### config.mk
export PLATFORM = sky130hd
export DESIGN_NAME = vrf_rd_seq
export DESIGN_NICKNAME = d
export VERILOG_FILES = /design/src/rtl/vrf_rd_seq.sv
export SDC_FILE = /design/constraint.sdc
export NUM_CORES = 1
export LEC_CHECK = 0
export BUFFER_PORTS_ARGS = -buffer_cell sky130_fd_sc_hd__buf_2
export CAP_MARGIN = 20
export CORE_ASPECT_RATIO = 2
export CORE_MARGIN = 2
export CORE_UTILIZATION = 30
export CTS_CLUSTER_DIAMETER = 150
export DETAILED_ROUTE_END_ITERATION = 7
export GPL_TIMING_DRIVEN = 0
export SYNTH_ARGS = -nofsm -noshare
export SYNTH_HDL_FRONTEND = slang
export SYNTH_SLANG_ARGS = --single-unit
### constraint.sdc
create_clock -name clk -period 3.85 [get_ports clk]
set_clock_uncertainty 0.15 [all_clocks]
set_input_delay 0.77 -clock clk [delete_from_list [all_inputs] [get_ports clk]]
set_output_delay 0.77 -clock clk [all_outputs]
set_load 0.05 [all_outputs]
### src/rtl/vrf_rd_seq.sv
// -----------------------------------------------------------------------------
// vrf_rd_seq
//   Read-port sequencer for one VRF read port. It accepts a vector operand
//   request (start address + element count) and issues one read per cycle
//   with consecutive, wrapping addresses. It collects the read data after the
//   fixed read latency into a small credit-protected FIFO. The FIFO then
//   streams the elements to the lane ALU over valid/ready, with last on the
//   final element.
//
// Parameters
//   MEM_DEPTH   VRF depth per lane (power of two); address width = clog2.
//   MEM_WIDTH   element width.
//   RD_LATENCY  cycles from ren_o to valid vrf_dout_i (1..4).
//   CNT_W       element count width.
//   BUF_DEPTH   output FIFO entries (>= RD_LATENCY+1).
//
// Ports
//   clk, rstn           clock, asynchronous active-low reset
//   start_i             request strobe, taken only while ready_o=1
//   base_addr_i, len_i  first VRF address and element count of the request
//   abort_i             cancel the running request (ignored when idle)
//   ready_o             sequencer idle, start_i will be accepted
//   raddr_o, ren_o      VRF read address / read enable
//   oreg_en_o           VRF output-register enable
//   vrf_dout_i          VRF read data
//   data_o, valid_o     element stream to the consumer
//   last_o              final element of the request
//   data_ready_i        consumer ready
//   done_o              one-cycle pulse once the request is fully delivered
// -----------------------------------------------------------------------------
module vrf_rd_seq #(
    parameter int MEM_DEPTH  = 512,
    parameter int MEM_WIDTH  = 32,
    parameter int RD_LATENCY = 2,
    parameter int CNT_W      = 10,
    parameter int BUF_DEPTH  = RD_LATENCY + 2
) (
    input  logic                         clk,
    input  logic                         rstn,
    input  logic                         start_i,
    input  logic [$clog2(MEM_DEPTH)-1:0] base_addr_i,
    input  logic [CNT_W-1:0]             len_i,
    input  logic                         abort_i,
    output logic                         ready_o,
    output logic [$clog2(MEM_DEPTH)-1:0] raddr_o,
    output logic                         ren_o,
    output logic                         oreg_en_o,
    input  logic [MEM_WIDTH-1:0]         vrf_dout_i,
    output logic [MEM_WIDTH-1:0]         data_o,
    output logic                         valid_o,
    output logic                         last_o,
    input  logic                         data_ready_i,
    output logic                         done_o
);

    localparam int AW = $clog2(MEM_DEPTH);
    localparam int BW = (BUF_DEPTH > 1) ? $clog2(BUF_DEPTH) : 1;
    localparam int OW = $clog2(BUF_DEPTH + 1);
    localparam int FW = $clog2(RD_LATENCY + 1);

    localparam logic [OW-1:0] OCC_MAX    = OW'(BUF_DEPTH);
    localparam logic [FW-1:0] FLUSH_LAST = FW'(RD_LATENCY - 1);
    localparam logic [BW-1:0] PTR_LAST   = BW'(BUF_DEPTH - 1);

    localparam logic [1:0] ST_IDLE  = 2'd0;
    localparam logic [1:0] ST_ISSUE = 2'd1;
    localparam logic [1:0] ST_DRAIN = 2'd2;
    localparam logic [1:0] ST_FLUSH = 2'd3;

    // FIFO pointers wrap explicitly so BUF_DEPTH need not be a power of two.
    function automatic logic [BW-1:0] ptr_inc(input logic [BW-1:0] p);
        return (p == PTR_LAST) ? '0 : p + BW'(1);
    endfunction

    // Control state
    logic [1:0]            r_state;
    logic                  r_ready;
    logic                  r_ren;
    logic [AW-1:0]         r_raddr;
    logic [CNT_W-1:0]      r_issued;
    logic [CNT_W-1:0]      r_len;
    logic [CNT_W-1:0]      r_dlvd;
    logic [OW-1:0]         r_occ;
    logic                  r_done;
    logic [FW-1:0]         r_flush_cnt;
    logic [RD_LATENCY-1:0] r_vld_p;

    // Output FIFO
    logic [MEM_WIDTH-1:0]  r_mem [BUF_DEPTH];
    logic [BW-1:0]         r_wr_ptr;
    logic [BW-1:0]         r_rd_ptr;
    logic [OW-1:0]         r_cnt;

    logic                  w_active;
    logic                  w_abort;
    logic                  w_valid;
    logic                  w_pop;
    logic                  w_push;
    logic                  w_last;
    logic                  w_last_hs;
    logic [CNT_W-1:0]      w_iss_nxt;
    logic [OW-1:0]         w_occ_nxt;
    logic                  w_ren_nxt;

    assign w_active  = (r_state == ST_ISSUE) || (r_state == ST_DRAIN);
    assign w_abort   = w_active && abort_i;
    assign w_valid   = (r_cnt != '0);
    assign w_pop     = w_valid && data_ready_i;
    // Returns are dropped during FLUSH and in the cycle the abort is taken.
    assign w_push    = r_vld_p[RD_LATENCY-1] && w_active && !abort_i;
    assign w_last    = w_valid && (r_dlvd == r_len - CNT_W'(1));
    assign w_last_hs = w_pop && w_last;

    // r_occ counts reads issued before this cycle that are not yet consumed,
    // i.e. in flight in the VRF or sitting in the FIFO. Because ren_o is
    // registered, the decision for the next cycle folds in this cycle's
    // issue and pop. That way ren_o can never request more than BUF_DEPTH
    // outstanding elements.
    assign w_iss_nxt = r_issued + CNT_W'(r_ren);
    assign w_occ_nxt = r_occ + OW'(r_ren) - OW'(w_pop);
    assign w_ren_nxt = (w_iss_nxt < r_len) && (w_occ_nxt < OCC_MAX);

    // ---- stage: request control / read issue ----
    always_ff @(posedge clk or negedge rstn) begin
        if (!rstn) begin
            r_state     <= ST_IDLE;
            r_ready     <= 1'b1;
            r_ren       <= 1'b0;
            r_raddr     <= '0;
            r_issued    <= '0;
            r_len       <= '0;
            r_dlvd      <= '0;
            r_occ       <= '0;
            r_done      <= 1'b0;
            r_flush_cnt <= '0;
        end else begin
            r_done <= 1'b0;
            case (r_state)
                ST_IDLE: begin
                    if (start_i) begin
                        if (len_i != '0) begin
                            r_state  <= ST_ISSUE;
                            r_ready  <= 1'b0;
                            r_ren    <= 1'b1;
                            r_raddr  <= base_addr_i;
                            r_issued <= '0;
                            r_len    <= len_i;
                            r_dlvd   <= '0;
                            r_occ    <= '0;
                        end else begin
                            // Empty request completes immediately without touching the VRF.
                            r_done <= 1'b1;
                        end
                    end
                end
                ST_ISSUE, ST_DRAIN: begin
                    if (abort_i) begin
                        // Abort beats a coincident final handshake: no done pulse.
                        r_state     <= ST_FLUSH;
                        r_ren       <= 1'b0;
                        r_occ       <= '0;
                        r_flush_cnt <= FLUSH_LAST;
                    end else begin
                        r_issued <= w_iss_nxt;
                        r_occ    <= w_occ_nxt;
                        r_raddr  <= r_raddr + AW'(r_ren);
                        if (w_pop) begin
                            r_dlvd <= r_dlvd + CNT_W'(1);
                        end
                        if (w_last_hs) begin
                            r_state <= ST_IDLE;
                            r_ready <= 1'b1;
                            r_done  <= 1'b1;
                            r_ren   <= 1'b0;
                        end else if (r_state == ST_ISSUE) begin
                            r_ren <= w_ren_nxt;
                            if (w_iss_nxt == r_len) begin
                                r_state <= ST_DRAIN;
                            end
                        end
                    end
                end
                ST_FLUSH: begin
                    // Wait out the reads still in the VRF pipeline before accepting new work.
                    if (r_flush_cnt == '0) begin
                        r_state <= ST_IDLE;
                        r_ready <= 1'b1;
                    end else begin
                        r_flush_cnt <= r_flush_cnt - FW'(1);
                    end
                end
                default: begin
                    r_state <= ST_IDLE;
                    r_ready <= 1'b1;
                    r_ren   <= 1'b0;
                end
            endcase
        end
    end

    // ---- stage: VRF read latency (valid shift register) ----
    always_ff @(posedge clk or negedge rstn) begin
        if (!rstn) begin
            r_vld_p <= '0;
        end else begin
            r_vld_p[0] <= r_ren;
            for (int i = 1; i < RD_LATENCY; i++) begin
                r_vld_p[i] <= r_vld_p[i-1];
            end
        end
    end

    // The VRF output register must capture one cycle after the read strobe;
    // with single-cycle latency there is no output register to time.
    generate
        if (RD_LATENCY >= 2) begin : g_oreg_timed
            assign oreg_en_o = r_vld_p[RD_LATENCY-2];
        end else begin : g_oreg_const
            assign oreg_en_o = 1'b1;
        end
    endgenerate

    // ---- stage: read-data capture into output FIFO ----
    always_ff @(posedge clk or negedge rstn) begin
        if (!rstn) begin
            for (int i = 0; i < BUF_DEPTH; i++) begin
                r_mem[i] <= '0;
            end
            r_wr_ptr <= '0;
            r_rd_ptr <= '0;
            r_cnt    <= '0;
        end else if (w_abort) begin
            r_wr_ptr <= '0;
            r_rd_ptr <= '0;
            r_cnt    <= '0;
        end else begin
            if (w_push) begin
                r_mem[r_wr_ptr] <= vrf_dout_i;
                r_wr_ptr        <= ptr_inc(r_wr_ptr);
            end
            if (w_pop) begin
                r_rd_ptr <= ptr_inc(r_rd_ptr);
            end
            r_cnt <= r_cnt + OW'(w_push) - OW'(w_pop);
        end
    end

    // ---- stage: stream output ----
    assign data_o  = r_mem[r_rd_ptr];
    assign valid_o = w_valid;
    assign last_o  = w_last;
    assign ready_o = r_ready;
    assign raddr_o = r_raddr;
    assign ren_o   = r_ren;
    assign done_o  = r_done;

endmodule

Yosys cells after proc, flatten, opt, wreduce, memory -nomap -nowiden --
Index checks and enable logic that the tools add are counted.
Cells by class: add/subtract/negate cells 11, multipliers 0, mux-type cells 56, bitwise operators 3, $lt $le $gt $ge 5, eq/ne operators 17, divide/modulo/power cells 0, shift-type cells 0, reduce and logical (&&, ||, !) cells 28
Operators by type and width (number):
- 128-bit bitwise mux | 1
- 32-bit two-way mux | 3
- 32-bit binary-select mux with 2-bit select | 1
- 32-bit demux with 2-bit select | 1
- 10-bit two-way mux | 5
- 10-bit case mux with 2 select lines | 2
- 2-bit two-way mux | 15
- 9-bit two-way mux | 3
- 10-bit == test | 2
- 9-bit case mux with 2 select lines | 1
- 2-bit != test (second input constant) | 8
- 5-bit AND reduction | 3
- 1-bit two-way mux | 14
- 3-bit two-way mux | 4
- 10-bit by 1-bit adder with 10-bit output | 1
- 10-bit by 1-bit adder with 10-bit output (second input constant) | 1
- 10-bit < comparator | 1
- 10-bit nonzero test | 1
- 10-bit by 1-bit subtractor with 10-bit output (second input constant) | 1
- 9-bit by 1-bit adder with 9-bit output | 1
- 3-bit AND reduction | 3
- 2-bit == test (second input constant) | 4
- 1-bit logical AND | 8
- 4-bit != test (second input constant) | 2
- 23 further kinds | 34
Storage, ports and cells: memory bits (writable) 0, bits in registers 186, output and inout bits 47, bits of input ports 56, ROM bits 0, bits in latches 0, memories 0, logic and storage cells 138

Depth between registers and ports, before layout --
depth after elaboration 9, gate-level depth with buffers 12, mapped depth without buffers 12

Worst setup path before layout --
OpenSTA, ideal clock, no wires.
path kind reg2reg, start point reg r_cnt[1], end point reg r_ren (netlist: ren_o), library setup time 0.094 ns, stages on the path, launching flop included 13, data required time 3.606 ns, period minus slack after synthesis 3.392 ns, slack 0.458 ns, path buffers 0, data arrival time 3.148 ns, path through dfrtp_1 > or3_1 > nand2_1 > inv_1 > ha_1 > inv_1 > ha_1 > fa_1 > xor2_1 > xnor2_1 > a2111oi_0 > o22ai_1 > a211oi_1
On the way: longest elaborated chain between the ends 9, elaborated cells on any way between the ends 13, classes of those cells add/sub: 1; order compare: 1; eq/ne: 1; mux: 4; reduce/logical: 6
RTL lines:
- start: declaration | RTL line 92 | logic [OW-1:0] r_cnt;
- start signal: assignment | RTL line 244 | r_cnt <= r_cnt + OW'(w_push) - OW'(w_pop);
- 3-bit nonzero test * | RTL line 107 | assign w_valid = (r_cnt != '0);
- net valid_o | RTL line 50 | output logic valid_o,
- 1-bit logical AND | RTL line 108 | assign w_pop = w_valid && data_ready_i;
- 3-bit by 1-bit subtractor with 3-bit output | RTL line 120 | assign w_occ_nxt = r_occ + OW'(r_ren) - OW'(w_pop);
- 3-bit < comparator | RTL line 121 | assign w_ren_nxt = (w_iss_nxt < r_len) && (w_occ_nxt < OCC_MAX);
- 1-bit logical AND | RTL line 121
- 1-bit two-way mux | RTL line 175 | end else if (r_state == ST_ISSUE) begin
- 1-bit two-way mux | RTL line 170 | if (w_last_hs) begin
- 1-bit two-way mux | RTL line 157 | if (abort_i) begin
- 1-bit case mux with 2 select lines | RTL line 138 | case (r_state)
- end signal: assignment | RTL line 176 | r_ren <= w_ren_nxt;
- end: declaration | RTL line 78 | logic r_ren;
Mark *: on every way through the listed nets, which the timed path passes. The rest lies on a longest branch. The select of a mux whose other input is x is not followed. A chain may end at the register's enable or synchronous reset.

Worst setup path in the final report --
start point reg r_len[0], end point out last_o
On the way: longest elaborated chain between the ends 3
RTL lines:
- start: declaration | RTL line 81 | logic [CNT_W-1:0] r_len;
- start signal: assignment | RTL line 147 | r_len <= len_i;
- 10-bit by 1-bit subtractor with 10-bit output | RTL line 111 | assign w_last = w_valid && (r_dlvd == r_len - CNT_W'(1));
- 10-bit == test | RTL line 111
- 1-bit logical AND | RTL line 111
- end: declaration | RTL line 51 | output logic last_o,
No other way between the ends.

==> impl_metrics.sql <==
INSERT INTO impl_metrics (metric_group, metric, value, unit) VALUES
('synthesis', 'synthSimpleGateAreaFrac', '8.490', '%'),
('pwr', 'max-vdd-ir-drop', '0.0004588', 'V'),
('worst_setup_path', 'start_kind', 'register', ''),
('global_route', 'global_route_wire_length_before_repair', '34300', 'microns'),
('finish', 'antenna_cells_inserted', '0', ''),
('floorplan', 'initial_utilization', '30.36', '%'),
('worst_setup_path', 'r2r.worst_path.cells', '12', ''),
('synthesis', 'synth.lib_cells_used.distinct', '62', ''),
('floorplan', 'die_h', '253.0', 'microns'),
('job', 'maxCapViolCount', '0', ''),
('worst_setup_path', 'regToRegStartpoint', 'r_cnt[1]', ''),
('sta', 'setup_repair_after_global_routing_missed_its_margin', 'no', ''),
('worst_setup_path', 'ws_path_type', 'reg2out', ''),
('clock_tree', 'cts_made_buffers', '17', ''),
('floorplan', 'ioPinCount', '103', ''),
('placed_design', 'detailedPlacementHpwl', '15040', 'microns'),
('synthesis', 'ys_async_sr_fraction', '100.0', '%'),
('worst_setup_path', 'worst_path_largest_cell_delay', '0.47', 'ns'),
('worst_setup_path', 'worst_ep_arrival_time', '2.71', 'ns'),
('finish', 'fin_cells', '1242', ''),
('pwr', 'pwr_density_cell', '954.4', 'nW/um^2'),
('worst_setup_path', 'slowest_stage', 'sky130_fd_sc_hd__dfrtp_1', ''),
('detailed_routing', 'drt-wirelength-per-cell', '17.01', 'microns'),
('synthesis', 'post_synth_inst_count', '735', ''),
('synthesis', 'postSynthNetCount', '823', ''),
('clock_tree', 'worst_setup_hold_path_clk_slew', '0.07', 'ns'),
('sta', 'layout_worst_path_cycle_share', '94.16', '%'),
('sta', 'relative_max_transition_margin', '42.88', '%'),
('worst_setup_path', 'timing.critical_path.cells', 'inv_1 > ha_1 > nor3b_4 > nand3_1 > xnor2_1 > nor4b_4 > and3_2 > buf_2', ''),
('synthesis', 'synth_edf_count', '0', ''),
('sta', 'finalSetupViolations', '0', ''),
('min_path', 'holdCritPathClass', 'in2async', ''),
('clock_tree', 'ctsHtreeMaxLevel', '4', ''),
('worst_setup_path', 'crit-reg2reg-capture', 'ren_o', ''),
('synthesis', 'ys_warn_count', '0', ''),
('sta', 'timing.final.max_slew_violations', '0', ''),
('sta', 'maxClockFrequency', '275.8', 'MHz'),
('placed_design', 'globalplace.congestion', '0.8482', ''),
('detailed_routing', 'post_detailed_route_drc_marker_count', '0', ''),
('pwr', 'total_leakage_power', '0.004985', 'uW'),
('global_route', 'number_of_antenna_violations_at_the_first_check_in_global_routing', '1', ''),
('clock_tree', 'cts.hold.buffers_added', '0', ''),
('worst_setup_path', 'critical_path_required', '2.93', 'ns'),
('synthesis', 'synth_xor_xnor_area_share', '2.355', '%'),
('synthesis', 'synth_sequential_area_ratio', '50.07', '%'),
('finish', 'drive_gt1_share', '36.90', '%'),
('global_route', 'overflow', '0', ''),
('synthesis', 'post_synth_mux_area_share', '24.06', '%'),
('worst_setup_path', 'critPathMaxFanout', '6', ''),
('status', 'outcome', 'finished, final reports clean', ''),
('detailed_routing', 'wirelength', '21120', 'microns'),
('global_route', 'first_global_vias', '6581', ''),
('sta', 'period_needed', '3.625', 'ns'),
('detailed_routing', 'route.antenna.remaining_nets', '0', ''),
('clock_tree', 'clock_root_buffer', 'sky130_fd_sc_hd__clkbuf_16', ''),
('finish', 'area_growth', '17.45', '%'),
('placed_design', 'io_buffer_count', '102', ''),
('global_route', 'grt_max_degree', '106', ''),
('clock_tree', 'tritoncts', 'yes', ''),
('worst_setup_path', 'rrSetupSlack', '0.28', 'ns'),
('synthesis', 'main_combinational_cell_family_by_area_after_synthesis', 'multiplexers', ''),
('clock_tree', 'worst_skew_pair.late_latency', '0.44', 'ns'),
('detailed_routing', 'drtPass1Iterations', '4', ''),
('placed_design', 'placed_cells', '1210', ''),
('synthesis', 'synth_compound_area_share', '7.468', '%'),
('clock_tree', 'post_cts.repair.setup_buffers', '0', ''),
('global_route', 'all_layer_global_routing_usage', '13.48', '%'),
('clock_tree', 'max-clock-path-buffers', '2', ''),
('clock_tree', 'clock_sinks', '186', ''),
('detailed_routing', 'viasPerCell', '4.999', ''),
('clock_tree', 'quantity_of_gates_resized_following_cts', '0', '');
## kinds of logic after synthesis
kind of cell / count (synthesis)
flops: 186
mux: 167
simple gates: 146
compound gates: 108
buf+inv: 71
fa+ha+maj: 32
xor+xnor: 25
## layer usage
| metal | vias up | global-route usage [%] | share of wire (%) |
|---|---|---|---|
| met5 | - | 0 | 0.052 |
| met1 | 3133 | 17.00 | 44 |
| met2 | 131 | 22.61 | 50 |
| met3 | 19 | 3.507 | 4.7 |
| li1 | 2924 | - | - |
| met4 | 2 | 4.006 | 1.4 |
## cell usage in the layout, fill, tap and decap left out, types with 3 or more instances in the layout
master                      instances
sky130_fd_sc_hd__dfrtp_1          185
sky130_fd_sc_hd__clkbuf_1          18
sky130_fd_sc_hd__xnor2_1           16
sky130_fd_sc_hd__ha_1              30
sky130_fd_sc_hd__o21ai_0           36
sky130_fd_sc_hd__mux2i_1            6
sky130_fd_sc_hd__a21oi_1           25
sky130_fd_sc_hd__inv_8              3
sky130_fd_sc_hd__mux2_2           119
sky130_fd_sc_hd__mux2_1             9
sky130_fd_sc_hd__and3_1            11
sky130_fd_sc_hd__clkinv_8           3
sky130_fd_sc_hd__nand3_1           30
sky130_fd_sc_hd__buf_2            118
sky130_fd_sc_hd__o22ai_1            7
sky130_fd_sc_hd__nand4_1            5
sky130_fd_sc_hd__inv_6              5
sky130_fd_sc_hd__nor3_1            12
sky130_fd_sc_hd__a22o_1            12
sky130_fd_sc_hd__nor2b_1            3
sky130_fd_sc_hd__nand2_1           45
sky130_fd_sc_hd__mux4_2            32
sky130_fd_sc_hd__a21o_1             6
sky130_fd_sc_hd__inv_1             34
sky130_fd_sc_hd__nor2_1            15
sky130_fd_sc_hd__o21ai_1            3
sky130_fd_sc_hd__clkbuf_16         17
sky130_fd_sc_hd__xor2_1             9
## synthesized netlist by cell type (6+ instances only)
library cell | instances | area share, %
sky130_fd_sc_hd__clkbuf_1 | 17 | 0.69
sky130_fd_sc_hd__mux2_2 | 119 | 14
sky130_fd_sc_hd__a22o_1 | 12 | 1.1
sky130_fd_sc_hd__mux2i_1 | 6 | 0.65
sky130_fd_sc_hd__and3_1 | 11 | 0.74
sky130_fd_sc_hd__mux2_1 | 9 | 1.1
sky130_fd_sc_hd__nor2_1 | 15 | 0.61
sky130_fd_sc_hd__xor2_1 | 9 | 0.85
sky130_fd_sc_hd__a21oi_1 | 25 | 1.3
sky130_fd_sc_hd__ha_1 | 30 | 4.0
sky130_fd_sc_hd__nand2_1 | 45 | 1.8
sky130_fd_sc_hd__inv_1 | 34 | 1.4
sky130_fd_sc_hd__mux4_2 | 32 | 7.8
sky130_fd_sc_hd__a21o_1 | 6 | 0.48
sky130_fd_sc_hd__dfrtp_1 | 185 | 50
sky130_fd_sc_hd__buf_2 | 17 | 0.91
sky130_fd_sc_hd__o22ai_1 | 7 | 0.47
sky130_fd_sc_hd__nor3_1 | 12 | 0.65
sky130_fd_sc_hd__nand3_1 | 30 | 1.6
sky130_fd_sc_hd__xnor2_1 | 16 | 1.5
sky130_fd_sc_hd__o21ai_0 | 36 | 1.9
## area by class of cell
type                    instances  area, sq um
repair buffers                103        548.0
plain buffers                  36        157.7
inverters                      35        131.4
fillers                      2959        19710
well taps                     372        465.4
flip-flops and latches        186         4656
clock buffers                  18        429.2
multi-input cells             478         4362
clock inverters                14        172.7
## power breakdown
part           switching [uW]  internal [uW]  total [uW]
Clock                     845            934        1780
Combinational            3200           2070        5280
Sequential                544           2830        3370
## flip-flops by register name, summed over array words and instances, names as in the netlist, 3 cells and up
name / count
r_issued: 10
r_cnt: 3
r_mem: 128
r_dlvd: 10
raddr_o: 9
r_occ: 3
r_len: 10
## critical path: cells and delay by family (launching register included)
family / cells / cell delay (ns)
DFF: 1 / 0.47
xor gates and xnor gates: 1 / 0.19
and+or+nand+nor: 4 / 1.01
buffers and inverters: 2 / 0.39
adders and majority gates: 1 / 0.20
## per-stage QoR
stage	instance area (sq um)	utilization (%)	total power (uW)	hold slack (ns)
final	10920	35.66	10420	0.2271
after global routing	10920	35.66	11130	0.2580
after CTS	10910	35.63	10540	0.2347
after detailed placement	10310	33.67	8718	0.2155
after global placement	10270	33.55	8509	0.2075
after floorplan	9299	-	7422	0.3087
## worst max path at each step
stage / startpoint / to / slack, ns / cells past startpoint
final: r_len[0] / last_o / 0.22 / 8
after global routing: r_cnt[1] / ren_o / 0.02 / 12
after CTS: r_rd_ptr[0] / data_o[23] / 0.02 / 4
after detailed placement: r_cnt[1] / ren_o / 0.27 / 12
after global placement: rstn / r_mem[117] / -1.09 / 1
after floorplan: r_cnt[1] / ren_o / 0.46 / 12
(Power assumes the default switching activity.)
